### src/rtl/keypad_pkg.sv
// Shared types, sizes and helpers for the 4x4 matrix keypad scanner.
package keypad_pkg;

  localparam int unsigned KP_ROWS = 4;
  localparam int unsigned KP_COLS = 4;

  typedef logic [1:0] kp_idx_t;

  typedef enum logic [1:0] {
    SCAN,
    DEBOUNCE,
    PRESSED,
    WAIT_RELEASE
  } kp_state_t;

  // One-hot active-low column drive for a column index.
  function automatic logic [KP_COLS-1:0] col_drive(input kp_idx_t idx);
    return ~(KP_COLS'(1) << idx);
  endfunction

  // True when exactly one row line is pulled low.
  function automatic logic single_low(input logic [KP_ROWS-1:0] rows);
    int unsigned n;
    n = 0;
    for (int i = 0; i < KP_ROWS; i++) begin
      if (!rows[i]) n++;
    end
    return (n == 1);
  endfunction

  // Index of the (lowest) row line that is low.
  function automatic kp_idx_t low_index(input logic [KP_ROWS-1:0] rows);
    kp_idx_t idx;
    idx = '0;
    for (int i = KP_ROWS - 1; i >= 0; i--) begin
      if (!rows[i]) idx = kp_idx_t'(i);
    end
    return idx;
  endfunction

endpackage

### src/rtl/keypad_scanner_if.sv
// Keypad matrix lines plus the accepted-key report bus towards the digit decoder.
interface keypad_scanner_if;
  import keypad_pkg::*;

  logic [KP_ROWS-1:0] row_i;
  logic [KP_COLS-1:0] col_o;
  logic               dato_listo_o;
  kp_idx_t            dato_codc_o;
  kp_idx_t            dato_codf_o;
  logic               key_held_o;

  modport master (
    input  row_i,
    output col_o, dato_listo_o, dato_codc_o, dato_codf_o, key_held_o
  );

  modport slave (
    output row_i,
    input  col_o, dato_listo_o, dato_codc_o, dato_codf_o, key_held_o
  );

endinterface

### src/rtl/keypad_sync.sv
// Parameterised-width two-flop synchroniser; resets to all ones (rows idle high).
module keypad_sync #(
  parameter int unsigned WIDTH = 4
) (
  input  logic             clk,
  input  logic             rst,
  input  logic [WIDTH-1:0] d,
  output logic [WIDTH-1:0] q
);

  logic [WIDTH-1:0] meta;

  always_ff @(posedge clk) begin
    if (!rst) begin
      meta <= '1;
      q    <= '1;
    end else begin
      meta <= d;
      q    <= meta;
    end
  end

endmodule

### src/rtl/keypad_scanner.sv
// 4x4 keypad scanner: column scan, row debounce, one pulse per accepted key.
// Optional auto-repeat while a key is held: define KEYPAD_AUTOREPEAT_EN.
module keypad_scanner
  import keypad_pkg::*;
#(
  parameter int unsigned SCAN_DIV      = 50_000,
  parameter int unsigned DEB_CYCLES    = 500_000,
  parameter int unsigned REPEAT_CYCLES = 5_000_000
) (
  input  logic              clk,
  input  logic              rst,
  keypad_scanner_if.master  kp
);

  localparam int unsigned MAX_P =
    (SCAN_DIV > DEB_CYCLES) ?
      ((SCAN_DIV > REPEAT_CYCLES) ? SCAN_DIV : REPEAT_CYCLES) :
      ((DEB_CYCLES > REPEAT_CYCLES) ? DEB_CYCLES : REPEAT_CYCLES);
  localparam int unsigned CNT_W = $clog2(MAX_P) + 1;

  logic [KP_ROWS-1:0] rows_s;

  kp_state_t          state, state_n;
  kp_idx_t            col_idx, col_idx_n;
  kp_idx_t            row_idx, row_idx_n;
  logic [KP_ROWS-1:0] row_pat, row_pat_n;
  logic [CNT_W-1:0]   scan_cnt, scan_cnt_n;
  logic [CNT_W-1:0]   deb_cnt, deb_cnt_n;
  logic [KP_COLS-1:0] col_q, col_n;
  logic               listo_q, listo_n;
  kp_idx_t            codc_q, codc_n;
  kp_idx_t            codf_q, codf_n;
  logic               held_q, held_n;
  logic               advance;
`ifdef KEYPAD_AUTOREPEAT_EN
  logic [CNT_W-1:0]   rep_cnt, rep_cnt_n;
`endif

  keypad_sync #(.WIDTH(KP_ROWS)) u_sync (
    .clk (clk),
    .rst (rst),
    .d   (kp.row_i),
    .q   (rows_s)
  );

  // State and registered outputs.
  always_ff @(posedge clk) begin
    if (!rst) begin
      state    <= SCAN;
      col_idx  <= '0;
      row_idx  <= '0;
      row_pat  <= '1;
      scan_cnt <= '0;
      deb_cnt  <= '0;
      col_q    <= col_drive(kp_idx_t'(0));
      listo_q  <= 1'b0;
      codc_q   <= '0;
      codf_q   <= '0;
      held_q   <= 1'b0;
`ifdef KEYPAD_AUTOREPEAT_EN
      rep_cnt  <= '0;
`endif
    end else begin
      state    <= state_n;
      col_idx  <= col_idx_n;
      row_idx  <= row_idx_n;
      row_pat  <= row_pat_n;
      scan_cnt <= scan_cnt_n;
      deb_cnt  <= deb_cnt_n;
      col_q    <= col_n;
      listo_q  <= listo_n;
      codc_q   <= codc_n;
      codf_q   <= codf_n;
      held_q   <= held_n;
`ifdef KEYPAD_AUTOREPEAT_EN
      rep_cnt  <= rep_cnt_n;
`endif
    end
  end

  // Next-state and next-output logic.
  always_comb begin
    state_n    = state;
    col_idx_n  = col_idx;
    row_idx_n  = row_idx;
    row_pat_n  = row_pat;
    scan_cnt_n = scan_cnt;
    deb_cnt_n  = deb_cnt;
    col_n      = col_q;
    listo_n    = 1'b0;
    codc_n     = codc_q;
    codf_n     = codf_q;
    held_n     = held_q;
    advance    = 1'b0;
`ifdef KEYPAD_AUTOREPEAT_EN
    rep_cnt_n  = rep_cnt;
`endif

    case (state)
      SCAN: begin
        if (scan_cnt == CNT_W'(SCAN_DIV - 1)) begin
          scan_cnt_n = '0;
          if (single_low(rows_s)) begin
            row_idx_n = low_index(rows_s);
            row_pat_n = rows_s;
            deb_cnt_n = '0;
            state_n   = DEBOUNCE;
          end else begin
            advance = 1'b1;
          end
        end else begin
          scan_cnt_n = scan_cnt + CNT_W'(1);
        end
      end

      DEBOUNCE: begin
        if (rows_s == row_pat) begin
          if (deb_cnt == CNT_W'(DEB_CYCLES - 1)) begin
            state_n = PRESSED;
            listo_n = 1'b1;
            codc_n  = col_idx;
            codf_n  = row_idx;
          end else begin
            deb_cnt_n = deb_cnt + CNT_W'(1);
          end
        end else begin
          state_n = SCAN;
          advance = 1'b1;
        end
      end

      PRESSED: begin
        held_n    = 1'b1;
        deb_cnt_n = '0;
        state_n   = WAIT_RELEASE;
`ifdef KEYPAD_AUTOREPEAT_EN
        rep_cnt_n = CNT_W'(1);
`endif
      end

      WAIT_RELEASE: begin
        if (rows_s == '1) begin
          if (deb_cnt == CNT_W'(DEB_CYCLES - 1)) begin
            held_n    = 1'b0;
            deb_cnt_n = '0;
            state_n   = SCAN;
            advance   = 1'b1;
          end else begin
            deb_cnt_n = deb_cnt + CNT_W'(1);
          end
        end else begin
          deb_cnt_n = '0;
        end
`ifdef KEYPAD_AUTOREPEAT_EN
        // Period counted from the previous pulse; only the original key keeps it running.
        if (rows_s == row_pat) begin
          if (rep_cnt == CNT_W'(REPEAT_CYCLES - 1)) begin
            listo_n   = 1'b1;
            rep_cnt_n = '0;
          end else begin
            rep_cnt_n = rep_cnt + CNT_W'(1);
          end
        end else begin
          rep_cnt_n = '0;
        end
`endif
      end

      default: state_n = SCAN;
    endcase

    if (advance) begin
      col_idx_n = col_idx + kp_idx_t'(1);
      col_n     = col_drive(col_idx + kp_idx_t'(1));
    end
  end

  assign kp.col_o        = col_q;
  assign kp.dato_listo_o = listo_q;
  assign kp.dato_codc_o  = codc_q;
  assign kp.dato_codf_o  = codf_q;
  assign kp.key_held_o   = held_q;

endmodule

### src/flat_wrapper.sv
// flat-port wrapper written by rule: the top's interface ports become plain ports
module keypad_scanner_flat import keypad_pkg::*;
#(
  parameter int unsigned SCAN_DIV      = 50_000,
  parameter int unsigned DEB_CYCLES    = 500_000,
  parameter int unsigned REPEAT_CYCLES = 5_000_000
)
  (clk, rst, kp_row_i, kp_col_o, kp_dato_listo_o, kp_dato_codc_o, kp_dato_codf_o, kp_key_held_o);
  keypad_scanner_if kp_i ();
  input  logic clk;
  input  logic rst;
  input wire logic [$bits(kp_i.row_i)-1:0] kp_row_i;
  output wire logic [$bits(kp_i.col_o)-1:0] kp_col_o;
  output wire logic [$bits(kp_i.dato_listo_o)-1:0] kp_dato_listo_o;
  output wire logic [$bits(kp_i.dato_codc_o)-1:0] kp_dato_codc_o;
  output wire logic [$bits(kp_i.dato_codf_o)-1:0] kp_dato_codf_o;
  output wire logic [$bits(kp_i.key_held_o)-1:0] kp_key_held_o;
  assign kp_i.row_i = kp_row_i;
  assign kp_col_o = kp_i.col_o;
  assign kp_dato_listo_o = kp_i.dato_listo_o;
  assign kp_dato_codc_o = kp_i.dato_codc_o;
  assign kp_dato_codf_o = kp_i.dato_codf_o;
  assign kp_key_held_o = kp_i.key_held_o;
  keypad_scanner #(.SCAN_DIV(SCAN_DIV), .DEB_CYCLES(DEB_CYCLES), .REPEAT_CYCLES(REPEAT_CYCLES)) u_core (.clk(clk), .rst(rst), .kp(kp_i));
endmodule
### config.mk
export PLATFORM = sky130hd
export DESIGN_NAME = keypad_scanner_flat
export DESIGN_NICKNAME = d
export VERILOG_FILES = /design/src/rtl/keypad_pkg.sv /design/src/rtl/keypad_scanner_if.sv /design/src/rtl/keypad_sync.sv /design/src/rtl/keypad_scanner.sv /design/src/flat_wrapper.sv
export SDC_FILE = /design/constraint.sdc
export NUM_CORES = 1
export LEC_CHECK = 0
export CAP_MARGIN = 20
export CORE_ASPECT_RATIO = 0.75
export CORE_UTILIZATION = 37
export CTS_BUF_LIST = sky130_fd_sc_hd__clkbuf_4 sky130_fd_sc_hd__clkbuf_8
export DETAILED_ROUTE_END_ITERATION = 8
export PLACE_DENSITY = 0.51
export REMOVE_ABC_BUFFERS = 1
export SYNTH_ARGS = -nofsm -noshare
export SYNTH_HDL_FRONTEND = slang
export SYNTH_SLANG_ARGS = --single-unit
### constraint.sdc
create_clock -name clk -period 3.8 [get_ports clk]
set_input_delay 0.76 -clock clk [delete_from_list [all_inputs] [get_ports clk]]
set_output_delay 0.76 -clock clk [all_outputs]
set_load 0.02 [all_outputs]
==> flow_summary.ini <==
[critical_path]
slowest_delay_ps = 610
r2r_end = u_core.deb_cnt[15]
crit_top_cell = ha_1
required_ps = 4090
arrival_ps = 3840
crit_slowest_cell = or4b_2
worst-r2r-setup-slack_ps = 250
path_cells = inv_1 -> ha_1 -> xnor2_1 -> ha_1 -> or4b_2 -> a2bb2oi_1 -> a2111oi_4 -> buf_4 -> o31ai_2 -> or4_1 -> a21oi_1
cp_max_fo = 8
critPathCaptureType = flop
worstRegToRegCells = 11
critical_path_class = flop to flop
crit_path_start_kind = flop
r2r-start = u_core.u_sync.q[0]

[yosys]
async_flop_share = 0
ys_top_cells_by_area = dfxtp_1 40%, nor2_1 5.2%, nand2_1 4.4%
syn_area_um2 = 3797
syn_inst = 445
synth_top_area_share = 0.4007
ys_warn_count = 0
synth.avg_cell_area_um2 = 8.533
synth-main-ff-cell = dfxtp_1
ys_seq_area_frac = 0.4007
synth_top_cell_by_area = dfxtp_1
synth_cell_types = 51
synth_edf_count = 0
synth.ff_latch_count = 76

[power_and_ir_drop]
leakage_uw = 0.001481
powerDensity_nw_per_um2 = 351.0
ir_drop_v = 0.0001593

[drt]
wl_per_cell_um = 14.37
drc = 0
ant_nets = 0
routed_wl_um = 8550
num_vias = 3145
avgViaCountPerCell = 5.286
drtIter0Drc = 184
dr.pass1.iters = 4

[floorplanning]
core_um2 = 9813
die_w_um = 119.0
io-pin-count = 16
dieHeight_um = 89.74
initial_core_util = 0.3870
die_area_um2 = 10680
std_cell_rows = 31

[grt]
gr-total-overflow = 0
grt_pass1_wl_um = 14600
met1_usage = 0.2536
use_met2 = 0.2398
grt_busiest_layer = met1
grt_max_degree = 26
grt_usage = 0.1723
first_global_vias = 2920
antenna_found_initial = 0
grt_util_met3 = 0.04886

[sta]
layout_min_cycle_time_ps = 3553
setup_viol = 0
rsz0062_at_grt = false
final.setup_skew_ps = 7.720
tightest_slew_ps = 1066
clock.fmax_mhz = 281.5
slew_violations = 0
post-route-period-util = 0.9350
slew_headroom = 0.2867
setup_tns_ps = 0
hold_viol = 0

[clocking]
max-clock-path-buffers = 2
clk_latency_ps = 350
cts_tree = done
ctsRootBufferMaster = clkbuf_8
numCtsBuffers = 9
path_clk_slew_ps = 80
postCtsSetupRepairBufs = 0
cts.sinks = 76
htreeDepth = 3

[run]
max_cap_violations = 0

[place]
portBuffers = 15
gp_congestion = 0.7716
dp.final_hpwl_um = 5974

[finish]
fin_util = 0.4376
insertedDiodeCount = 0
fin_nets = 474
area_growth_pct = 13.08
fill_cells = 972
final_layout_size_suffix_gt1_frac = 0.07559

[min_path]
min_from = u_core.u_sync.meta[1]
worstHoldPathCells = 1
hold_class = flop to flop
holdPathEnd = u_core.u_sync.q[1]

[run_status]
status = completed
==> flip-flops by register name, summed over array words and instances, names as in the netlist, 2 cells and up, named ones only <==
register               flops
u_core.col_idx             2
u_core.scan_cnt           24
u_core.deb_cnt            24
u_core.row_pat             4
u_core.kp.dato_codc_o      2
u_core.kp.col_o            4
u_core.kp.dato_codf_o      2
u_core.u_sync.meta         4
u_core.row_idx             2
u_core.u_sync.q            4
==> final cells by class <==
| class | count | area [um^2] | area share |
|---|---|---|---|
| multi-input combinational | 339 | 2157 | 0.5023 |
| sequential | 76 | 1521 | 0.3543 |
| timing repair buffer | 23 | 210.2 | 0.04895 |
| tap | 132 | 165.2 | 0.03846 |
| clock buffer | 12 | 158.9 | 0.03700 |
| clock inverter | 4 | 47.55 | 0.01107 |
| inverter | 9 | 33.78 | 0.007867 |
==> placed cells by master, fill, tap and decap left out, types with 12 or more instances in the layout <==
cell             synthesis  routed
clkdlybuf4s50_1          0      15
dfxtp_1                 76      76
nand3_1                 21      21
nor2_1                  53      53
xor2_1                  17      17
a21oi_1                 18      18
nand2_1                 45      45
nand4_1                 15      15
o21ai_0                 12      12
nand2b_1                16      16
mux2i_1                 14      14
xnor2_1                 13      13
==> through the flow <==
stage	instance area (um^2)	worst slack, ps	cells	power (uW)	hold WS [ps]
final	4294	247.1	595	1507	407.5
after global routing	4294	10.08	595	1576	421.0
after CTS	4289	187.8	595	1531	409.4
after detailed placement	4083	227.3	579	880.4	390.9
after global placement	4083	399.5	579	879.4	392.5
after floorplan	3707	264.8	424	856.7	386.3
==> worst max-delay path: cells and delay by family (launching register included) <==
kind | cells | cell delay [ps]
buf+inv | 2 | 320
flops | 1 | 450
compound gates | 4 | 830
xor+xnor | 1 | 230
fa+ha+maj | 2 | 630
simple gates | 2 | 1040
==> how the worst max path moves through the flow <==
stage                            start                 end  slack [ps]  depth (start not counted)
detailed placement  u_core.u_sync.q[0]  u_core.deb_cnt[14]         230                         11
floorplan           u_core.u_sync.q[0]  u_core.deb_cnt[20]         260                         10
global route        u_core.u_sync.q[0]  u_core.deb_cnt[15]          10                         11
CTS                 u_core.u_sync.q[0]  u_core.deb_cnt[14]         190                         11
global placement    u_core.u_sync.q[0]  u_core.deb_cnt[14]         400                         11
finish              u_core.u_sync.q[0]  u_core.deb_cnt[15]         250                         11
==> Yosys cell counts (2+ instances only) <==
master,instances
a211oi_1,2
nand4_1,15
o31ai_1,6
nand2_1,45
xnor2_1,13
or3_1,5
dfxtp_1,76
mux2_2,3
nor2_1,53
mux2i_1,14
a21oi_1,18
buf_2,3
o311ai_0,2
a41oi_1,2
o21ai_0,12
nor4b_1,4
inv_1,9
nor3_1,11
nand2b_1,16
and3_1,11
o211ai_1,6
nor4_1,9
o21a_1,4
nand3_1,21
ha_1,10
nor2b_1,3
nor4bb_1,2
nand4b_1,2
and4_1,3
clkbuf_1,17
xor2_1,17
or4_1,10
a2bb2oi_1,3
==> routing by layer <==
layer | vias up | share of wire
met4 | 0 | 0.011
met2 | 46 | 0.40
li1 | 1627 | -
met5 | - | 0
met3 | 9 | 0.047
met1 | 1463 | 0.54
==> kinds of logic (layout without fill, tap and decap cells) <==
group,Yosys count,in the layout,synth area share
simple gates,217,217,0.2982
flops,76,76,0.4007
compound gates,65,65,0.1206
xor+xnor,30,30,0.06919
buf+inv,30,48,0.03262
mux,17,17,0.04580
fa+ha+maj,10,10,0.03295
==> power by group <==
part           internal [uW]  leakage (uW)  switching (uW)
Clock                    345      0.000106             301
Sequential               802      0.000615            7.86
Combinational           20.9      0.000760            30.2
==> what timing repair did <==
item / in CTS / in global routing
gates resized for setup: 0 / 1
setup endpoints to repair: 0 / 2
hold endpoints to repair: 0 / 0
hold buffers: 0 / 0
Power figures use the tool's default switching activity.
